## config.mk

```make
export PLATFORM = sky130hd
export DESIGN_NAME = typed_chan_fifo_arb_flat
export DESIGN_NICKNAME = d
export VERILOG_FILES = /design/src/rtl/typed_chan_fifo_arb_if.sv /design/src/rtl/typed_chan_fifo_arb.sv /design/src/flat_wrapper.sv
export SDC_FILE = /design/constraint.sdc
export NUM_CORES = 1
export LEC_CHECK = 0
export ABC_AREA = 1
export CORE_UTILIZATION = 35
export CTS_CLUSTER_SIZE = 30
export DETAILED_ROUTE_END_ITERATION = 12
export PLACE_DENSITY_LB_ADDON = 0.1
export SLEW_MARGIN = 5
export SYNTH_ARGS = -nofsm -noshare
export SYNTH_HDL_FRONTEND = slang
export SYNTH_SLANG_ARGS = --single-unit
export TNS_END_PERCENT = 30
```

## constraint.sdc

```tcl
create_clock -name clk -period 5.05 [get_ports clk]
set_input_delay 0.7575 -clock clk [delete_from_list [all_inputs] [get_ports clk]]
set_output_delay 0.7575 -clock clk [all_outputs]
set_load 0.01 [all_outputs]
```

## src/rtl/typed_chan_fifo_arb_if.sv

```systemverilog
// Handshake bundle for typed_chan_fifo_arb: NUM_CH typed producer channels,
// one shared consumer port, per-channel flush and occupancy.
interface typed_chan_fifo_arb_if #(
  parameter type         T      = logic [31:0],
  parameter int unsigned NUM_CH = 4,
  parameter int unsigned DEPTH  = 8
);
  localparam int unsigned CW = (NUM_CH > 1) ? $clog2(NUM_CH) : 1;
  localparam int unsigned LW = $clog2(DEPTH) + 1;

  logic [NUM_CH-1:0]         in_valid;
  logic [NUM_CH-1:0]         in_ready;
  T                          in_data [NUM_CH];
  logic [NUM_CH-1:0]         flush;
  logic                      out_valid;
  logic                      out_ready;
  T                          out_data;
  logic [CW-1:0]             out_ch;
  logic [NUM_CH-1:0][LW-1:0] level;

  // producer/consumer side
  modport master (
    output in_valid, in_data, flush, out_ready,
    input  in_ready, out_valid, out_data, out_ch, level
  );

  // buffer side
  modport slave (
    input  in_valid, in_data, flush, out_ready,
    output in_ready, out_valid, out_data, out_ch, level
  );
endinterface

```

## src/rtl/typed_chan_fifo_arb.sv

```systemverilog
// Multi-channel typed FIFO buffer with round-robin merge onto one registered
// output tagged with the source channel. Each channel owns a DEPTH-entry
// circular buffer addressed by LW-bit pointers whose MSB is the wrap bit.
module typed_chan_fifo_arb #(
  parameter type         T      = logic [31:0],
  parameter int unsigned NUM_CH = 4,
  parameter int unsigned DEPTH  = 8
) (
  input logic                  clk,
  input logic                  rst_n,
  typed_chan_fifo_arb_if.slave bus
);
  localparam int unsigned CW = (NUM_CH > 1) ? $clog2(NUM_CH) : 1;
  localparam int unsigned LW = $clog2(DEPTH) + 1;
  localparam int unsigned IW = LW - 1;

  logic [LW-1:0]     wr_q [NUM_CH];
  logic [LW-1:0]     wr_d [NUM_CH];
  logic [LW-1:0]     rd_q [NUM_CH];
  logic [LW-1:0]     rd_d [NUM_CH];
  T                  mem_q [NUM_CH][DEPTH];
  T                  mem_d [NUM_CH][DEPTH];

  logic              out_valid_q, out_valid_d;
  T                  out_data_q, out_data_d;
  logic [CW-1:0]     out_ch_q, out_ch_d;
  logic [CW-1:0]     last_grant_q, last_grant_d;

  logic [NUM_CH-1:0] full;
  logic [NUM_CH-1:0] empty;
  logic [NUM_CH-1:0] eligible;
  logic [NUM_CH-1:0] push;
  logic [NUM_CH-1:0] in_ready;
  logic [CW-1:0]     grant;
  logic              any_elig;
  logic              load;
  int unsigned       idx;

  // Per-channel status: full/empty from pointers, accept and eligibility.
  always_comb begin
    for (int unsigned i = 0; i < NUM_CH; i++) begin
      empty[i]     = (wr_q[i] == rd_q[i]);
      full[i]      = (wr_q[i][IW-1:0] == rd_q[i][IW-1:0]) && (wr_q[i][IW] != rd_q[i][IW]);
      in_ready[i]  = rst_n & ~full[i] & ~bus.flush[i];
      push[i]      = bus.in_valid[i] & in_ready[i];
      eligible[i]  = ~empty[i] & ~bus.flush[i];
      bus.level[i] = wr_q[i] - rd_q[i];
    end
  end

  assign bus.in_ready = in_ready;

  // Round-robin pick: first eligible channel strictly after last_grant.
  always_comb begin
    grant    = '0;
    any_elig = 1'b0;
    idx      = 0;
    for (int unsigned k = 1; k <= NUM_CH; k++) begin
      idx = (32'(last_grant_q) + k) % NUM_CH;
      if (!any_elig && eligible[idx]) begin
        any_elig = 1'b1;
        grant    = CW'(idx);
      end
    end
  end

  assign load = (~out_valid_q | bus.out_ready) & any_elig;

  // Pointer advance, flush and output-register next state.
  always_comb begin
    out_valid_d  = out_valid_q;
    out_data_d   = out_data_q;
    out_ch_d     = out_ch_q;
    last_grant_d = last_grant_q;
    for (int unsigned i = 0; i < NUM_CH; i++) begin
      wr_d[i] = push[i] ? wr_q[i] + LW'(1) : wr_q[i];
      rd_d[i] = rd_q[i];
      // A flushed channel is never eligible, so flush and pop cannot collide.
      if (bus.flush[i]) begin
        rd_d[i] = wr_q[i];
      end else if (load && (grant == CW'(i))) begin
        rd_d[i] = rd_q[i] + LW'(1);
      end
    end
    if (load) begin
      out_valid_d  = 1'b1;
      out_data_d   = mem_q[grant][rd_q[grant][IW-1:0]];
      out_ch_d     = grant;
      last_grant_d = grant;
    end else if (~out_valid_q | bus.out_ready) begin
      out_valid_d = 1'b0;
    end
  end

  // Storage write for accepted entries.
  always_comb begin
    mem_d = mem_q;
    for (int unsigned i = 0; i < NUM_CH; i++) begin
      if (push[i]) begin
        mem_d[i][wr_q[i][IW-1:0]] = bus.in_data[i];
      end
    end
  end

  // Entry storage needs no reset: pointers define what is valid.
  always_ff @(posedge clk) begin
    mem_q <= mem_d;
  end

  // Pointers and output register, cleared asynchronously.
  always_ff @(posedge clk or negedge rst_n) begin
    if (!rst_n) begin
      for (int unsigned i = 0; i < NUM_CH; i++) begin
        wr_q[i] <= '0;
        rd_q[i] <= '0;
      end
      out_valid_q  <= 1'b0;
      out_data_q   <= '0;
      out_ch_q     <= '0;
      last_grant_q <= CW'(NUM_CH - 1);
    end else begin
      wr_q         <= wr_d;
      rd_q         <= rd_d;
      out_valid_q  <= out_valid_d;
      out_data_q   <= out_data_d;
      out_ch_q     <= out_ch_d;
      last_grant_q <= last_grant_d;
    end
  end

  assign bus.out_valid = out_valid_q;
  assign bus.out_data  = out_data_q;
  assign bus.out_ch    = out_ch_q;
endmodule
```

## src/flat_wrapper.sv

```systemverilog
// flat-port wrapper written by rule: the top's interface ports become plain ports
module typed_chan_fifo_arb_flat 
#(
  parameter type         T      = logic [31:0],
  parameter int unsigned NUM_CH = 4,
  parameter int unsigned DEPTH  = 8
)
  (clk, rst_n, bus_in_valid, bus_in_data, bus_flush, bus_out_ready, bus_in_ready, bus_out_valid, bus_out_data, bus_out_ch, bus_level);
  typed_chan_fifo_arb_if #(.T(T), .NUM_CH(NUM_CH), .DEPTH(DEPTH)) bus_i ();
  input logic clk;
  input logic rst_n;
  input wire logic [$bits(bus_i.in_valid)-1:0] bus_in_valid;
  input wire logic [$bits(bus_i.in_data)-1:0] bus_in_data;
  input wire logic [$bits(bus_i.flush)-1:0] bus_flush;
  input wire logic [$bits(bus_i.out_ready)-1:0] bus_out_ready;
  output wire logic [$bits(bus_i.in_ready)-1:0] bus_in_ready;
  output wire logic [$bits(bus_i.out_valid)-1:0] bus_out_valid;
  output wire logic [$bits(bus_i.out_data)-1:0] bus_out_data;
  output wire logic [$bits(bus_i.out_ch)-1:0] bus_out_ch;
  output wire logic [$bits(bus_i.level)-1:0] bus_level;
  assign bus_i.in_valid = bus_in_valid;
  assign bus_i.in_data = {>>{bus_in_data}};
  assign bus_i.flush = bus_flush;
  assign bus_i.out_ready = bus_out_ready;
  assign bus_in_ready = bus_i.in_ready;
  assign bus_out_valid = bus_i.out_valid;
  assign bus_out_data = bus_i.out_data;
  assign bus_out_ch = bus_i.out_ch;
  assign bus_level = bus_i.level;
  typed_chan_fifo_arb #(.T(T), .NUM_CH(NUM_CH), .DEPTH(DEPTH)) u_core (.clk(clk), .rst_n(rst_n), .bus(bus_i));
endmodule
```

# --- Word level (Yosys, flattened, before mapping) ---
# Index checks and enable logic that the tools add are counted.
# W data, S select, Z words.
totals:
  regBits: 1093
  inputBits: 139
  out_inout_bits: 55
  word_cells: 197
classes:
  n_addsub: 16
  order_cmp: 14
  n_eq_ne: 15
  n_mux: 47
  n_bitwise: 37
  n_reduce_logical: 24
ops:
  columns: ["op", "n"]
  rows:
  - ["$bwmux W256", 4]
  - ["$bmux W256 S2", 1]
  - ["$mux W256", 2]
  - ["$demux W32 S3", 4]
  - ["$mux W32", 6]
  - ["$bmux W32 S3", 1]
  - ["$add A4 B1 Y4 const B", 8]
  - ["$mux W4", 8]
  - ["$ge A4 B4 Y1 const B", 5]
  - ["$not A3 Y4", 5]
  - ["$and A1 B1 Y1", 17]
  - ["$eq A4 B4 Y1", 4]
  - ["$lt A4 B1 Y1 const B", 4]
  - ["$sub A4 B4 Y4", 4]
  - ["$logic_and A1 B1 Y1", 15]
  - ["$not A1 Y1", 13]
  - ["$eq A3 B3 Y1", 4]
  - ["$lt A2 B3 Y1 const B", 4]
  - ["$mux W1", 10]
  - ["$reduce_bool A2 Y1", 5]
  - ["$bmux W1 S2", 4]
  - ["$bmux W4 S2", 1]
  - ["$mux W2", 4]
  - ["$mux W3", 2]
  - ["10 further kinds", 18]

# --- Longest topological paths before layout ---
logic_depth:
  word_depth: 23
  depth_mapped: 26
  mapped_depth_nobuf: 24

# --- Worst setup path after synthesis ---
# OpenSTA, ideal clock, no wires.
synth_timing:
  path_kind: "input port to flip-flop"
  from: "input port bus_flush[3]"
  to: "register u_core.mem_q[0] (netlist name), enable pin"
  setup_time_ns: 0.465
  arrival_time_ns: 4.008
  required_time_ns: 4.585
  path_slack_ns: 0.576
  cell_stages: 6
  n_path_buf: 1
  path_cell_list: "buf_2 > a311oi_1 > nand2_1 > inv_1 > nand2_1 > nor3_1"
synth_via:
  elab_chain_cells: 3
synth_lines:
  columns: ["item", "line_no", "source"]
  rows:
  - ["from (decl)", "flat_wrapper.sv:14", "input wire logic [$bits(bus_i.flush)-1:0] bus_flush;"]
  - ["$not A1 Y1", "typed_chan_fifo_arb.sv:44", "in_ready[i] = rst_n & ~full[i] & ~bus.flush[i];"]
  - ["$and A1 B1 Y1", "typed_chan_fifo_arb.sv:44", null]
  - ["named net bus_in_ready[3]", "flat_wrapper.sv:16", "output wire logic [$bits(bus_i.in_ready)-1:0] bus_in_ready;"]
  - ["$and A1 B1 Y1", "typed_chan_fifo_arb.sv:45", "push[i] = bus.in_valid[i] & in_ready[i];"]
  - ["to (signal assigned)", "typed_chan_fifo_arb.sv:107", "mem_q <= mem_d;"]
  - ["to (decl)", "typed_chan_fifo_arb.sv:21", "T mem_q [NUM_CH][DEPTH];"]
# The timed path passes the listed nets, and every way through them passes these cells.
# A chain may end at the register's enable or synchronous reset.

# --- Final worst setup path ---
layout_timing:
  from: "register u_core.rd_q[1] (netlist name)"
  to: "register u_core.out_data_q (netlist bit u_core.bus.out_data[30])"
layout_via:
  elab_chain_cells: 23
  word_cells_on_any_way: 37
  classes_between: "eq/ne: 1; mux: 25; bitwise: 5; reduce/logical: 6"
layout_lines:
  columns: ["item", "line_no", "source"]
  rows:
  - ["from (decl)", "typed_chan_fifo_arb.sv:19", "logic [LW-1:0] rd_q [NUM_CH];"]
  - ["from (signal assigned)", "typed_chan_fifo_arb.sv:123", "rd_q <= rd_d;"]
  - ["$eq A4 B4 Y1", "typed_chan_fifo_arb.sv:42", "empty[i] = (wr_q[i] == rd_q[i]);"]
  - ["$not A1 Y1", "typed_chan_fifo_arb.sv:46", "eligible[i] = ~empty[i] & ~bus.flush[i];"]
  - ["$and A1 B1 Y1", "typed_chan_fifo_arb.sv:46", null]
  - ["$bmux W1 S2", "typed_chan_fifo_arb.sv:60", "if (!any_elig && eligible[idx]) begin"]
  - ["$mux W1 (not written as such)", "typed_chan_fifo_arb.sv:60", null]
  - ["$mux W1", "typed_chan_fifo_arb.sv:60", null]
  - ["$logic_not A1 Y1", "typed_chan_fifo_arb.sv:60", null]
  - ["$logic_and A1 B1 Y1", "typed_chan_fifo_arb.sv:60", null]
  - ["[... 5 more ...]", null, null]
  - ["$logic_and A1 B1 Y1", "typed_chan_fifo_arb.sv:60", null]
  - ["$mux W2", "typed_chan_fifo_arb.sv:60", null]
  - ["$not A2 Y3 (not written as such)", "typed_chan_fifo_arb.sv:87", "out_data_d = mem_q[grant][rd_q[grant][IW-1:0]];"]
  - ["$bmux W4 S2", "typed_chan_fifo_arb.sv:87", null]
  - ["$mux W3 (not written as such) (2 in series)", "typed_chan_fifo_arb.sv:87", null]
  - ["$not A3 Y4 (not written as such)", "typed_chan_fifo_arb.sv:87", null]
  - ["$bmux W32 S3", "typed_chan_fifo_arb.sv:87", null]
  - ["$mux W32 (not written as such) (2 in series)", "typed_chan_fifo_arb.sv:87", null]
  - ["to (signal assigned)", "typed_chan_fifo_arb.sv:125", "out_data_q <= out_data_d;"]
  - ["to (decl)", "typed_chan_fifo_arb.sv:25", "T out_data_q, out_data_d;"]
# Several ways; a longest one is shown, not always the timed one. The select of a mux whose other input is x is not followed.

==> impl_metrics.csv <==
group,metric,value,unit
worst_setup_path,required,5680,ps
grt,grt_pass1_wl,253000,um
drt,wire_per_inst,28.3,um
synth,synthCells,4382,
floorplan,die_y,368,um
floorplan,start_util,0.355,
flow_run,cap_violations,0,
clocking,clkTransAtPathRegs,60,ps
drt,ant_nets,0,
worst_setup_path,crit_start,"u_core.rd_q[1]",
synth,yosys_warnings,0,
clocking,htree_levels,3,
timing,hold_ws,487,ps
grt,grt_pass1_vias,32600,
clocking,cts_buffers,117,
clocking,cts.sinks,1093,
timing,clock_skew,21.3,ps
timing,setup_viol,0,
timing,slew_viol_final,0,
grt,grt_max_degree,174,
floorplan,core_area,132000,sq um
placed_design,io_buffers,193,
synth,async_reset_ff_frac,0.0631,
synth,ys_types,40,
worst_setup_path,r2r_start,"u_core.rd_q[1]",
synth,syn_area,46900,sq um
final_layout,final_layout_size_suffix_gt1_frac,0.0740,
synth,synth_seq_cells,1093,
floorplan,dieArea,135000,sq um
grt,grtUsageTotal,0.265,
worst_setup_path,endpoint_kind,"flip-flop",
drt,drt-vias-per-instance,5.26,
timing,fmax,0.233,GHz
placed_design,place_hpwl,107000,um
floorplan,rows,133,
worst_setup_path,cp_max_fo,48,
drt,dr.pass1.iters,6,
timing,final-hold-violation-count,0,
drt,vias,33700,
final_layout,layout_commonest_cell,"nand2_1",
synth,synth_edf_count,1024,
final_layout,nets,4708,
worst_setup_path,worstSetupPathType,"flip-flop to flip-flop",
worst_setup_path,reg2regPathDepth,21,
run_status,run_status,"finished clean",
drt,drt_iter0_markers,3696,
timing,relSlewSlack,0.282,
floorplan,boundaryPins,194,
clocking,cts_resized,0,
worst_setup_path,crit_end,"u_core.bus.out_data[30]",
final_layout,syn2layout_area_growth,16.9,%
placed_design,pre_cts_ws,523,ps
worst_setup_path,r2r_slack,760,ps
worst_setup_path,rr_endpoint,"u_core.bus.out_data[30]",
timing,fin_ws,757,ps
clocking,clockBufferDepth,3,
floorplan,die_w,368,um
grt,antenna_found_initial,15,
drt,totalWireLength,182000,um
placed_design,gp_congestion,0.808,
timing,max_slew.worst_pin.slew,1080,ps
timing,rsz0062_at_grt,"false",
synth,synth_nets,4545,
timing,fin_crit,4290,ps
final_layout,final_cell_mix,"nand2_1, edfxtp_1, nand3_1, clkdlybuf4s50_1, clkbuf_16",
clocking,worstSkewPairLatency,740,ps
clocking,cts_tree,"yes",
drt,drc,0,
synth,synth.avg_cell_area,10.7,sq um
synth,synth_flop_cell,"edfxtp_1",
grt,grt-ovfl-total,0,
min_path,hp-class,"flip-flop to flip-flop",
worst_setup_path,critPathLaunchType,"flip-flop",
worst_setup_path,arrival,4920,ps
timing,setup_tns,0,ps
timing,finalCritPeriodShare,0.850,
clocking,clockRootBuffer,"clkbuf_16",
synth,ys_seq_area_frac,0.693,
-- layout make-up --
class,count,area [sq um]
Antenna cell,7,17.5
Clock buffer,162,3180
Clock inverter,60,531
Fill cell,12800,77300
Inverter,66,254
Multi-Input combinational cell,2966,12900
Sequential cell,1093,32500
Tap cell,1755,2200
Timing Repair Buffer,301,3190
-- through the flow --
| stage | util | cell area (sq um) | cells |
|---|---|---|---|
| final | 0.415 | 54800 | 6410 |
| after global routing | 0.415 | 54800 | 6410 |
| after CTS | 0.414 | 54800 | 6403 |
| after detailed placement | 0.386 | 51000 | 6180 |
| after floorplan | - | 46900 | 4382 |
| after global placement | 0.386 | 51000 | 6180 |
-- per-layer routing --
layer / wire length, um / GRT usage / part of all wire
met1: 74500 / 0.346 / 0.41
met4: 6280 / 0.0951 / 0.035
met5: 46 / 0 / 0.00025
met3: 10500 / 0.0320 / 0.058
met2: 90200 / 0.451 / 0.50
-- Yosys cell counts (20+ instances only) --
| cell type | number | area, sq um |
|---|---|---|
| buf_2 | 155 | 776 |
| nand3_1 | 714 | 3570 |
| dfrtp_1 | 67 | 1680 |
| o21ai_0 | 21 | 105 |
| edfxtp_1 | 1024 | 30700 |
| buf_4 | 24 | 180 |
| inv_1 | 58 | 218 |
| nor2_1 | 147 | 552 |
| clkbuf_1 | 37 | 139 |
| ha_1 | 20 | 250 |
| nand2_1 | 1972 | 7400 |
| buf_6 | 32 | 360 |
-- registers in the layout (all words and copies together) (netlist names) --
signal	flops
u_core.bus.out_data	32
u_core.bus.out_valid	1
u_core.mem_q	1024
u_core.rd_q	16
u_core.bus.out_ch	2
u_core.last_grant_q	2
u_core.wr_q	16
-- worst min path at each step --
stage / from / end / slack (ps) / cells after the start
global route: u_core.bus.out_data[17] / u_core.bus.out_data[17] / 530 / 2
CTS: u_core.bus.out_ch[1] / u_core.bus.out_ch[1] / 490 / 2
floorplan: rst_n / u_core.bus.out_ch[0] / 460 / 0
global placement: u_core.bus.out_ch[1] / u_core.bus.out_ch[1] / 470 / 2
finish: u_core.bus.out_ch[1] / u_core.bus.out_ch[1] / 490 / 2
detailed placement: u_core.bus.out_ch[1] / u_core.bus.out_ch[1] / 470 / 2
-- critical path, cell delays in order (launching register included) --
cell and delay, ps:
dfrtp_1 550, inv_1 120, ha_1 320, nand2_1 50, nor2_1 150, nand2_1 170
nand3_2 120, nand3_1 80, nand2_2 160, nand3_1 110, nand3_2 130, nand2_8 110
inv_6 90, buf_4 430, nand2_1 140, nand2_2 130, clkinv_2 510, buf_12 390
nand3_1 130, nand3_1 70, nand3_1 70, nand2_1 60
-- what timing repair did --
item	CTS	global route
endpoints found under the hold margin	17	0
setup buffers	0	0
hold buffers	1	0
-- cell families (layout without fill, tap and decap cells) --
kind of cell | Yosys count | after routing | synth area share
AND/OR/NAND/NOR | 2869 | 2869 | 0.252
flip-flops | 1093 | 1093 | 0.693
buffers and inverters | 323 | 589 | 0.0371
AO/OA/AOI/OAI | 52 | 52 | 0.00659
adder cells (fa/ha/maj) | 24 | 24 | 0.00705
XOR/XNOR | 21 | 21 | 0.00408
other | 0 | 7 | 0
Power is left out: the tool's default activity adds up to more than one toggle a clock period on the data nets, which glitch-free logic cannot reach.
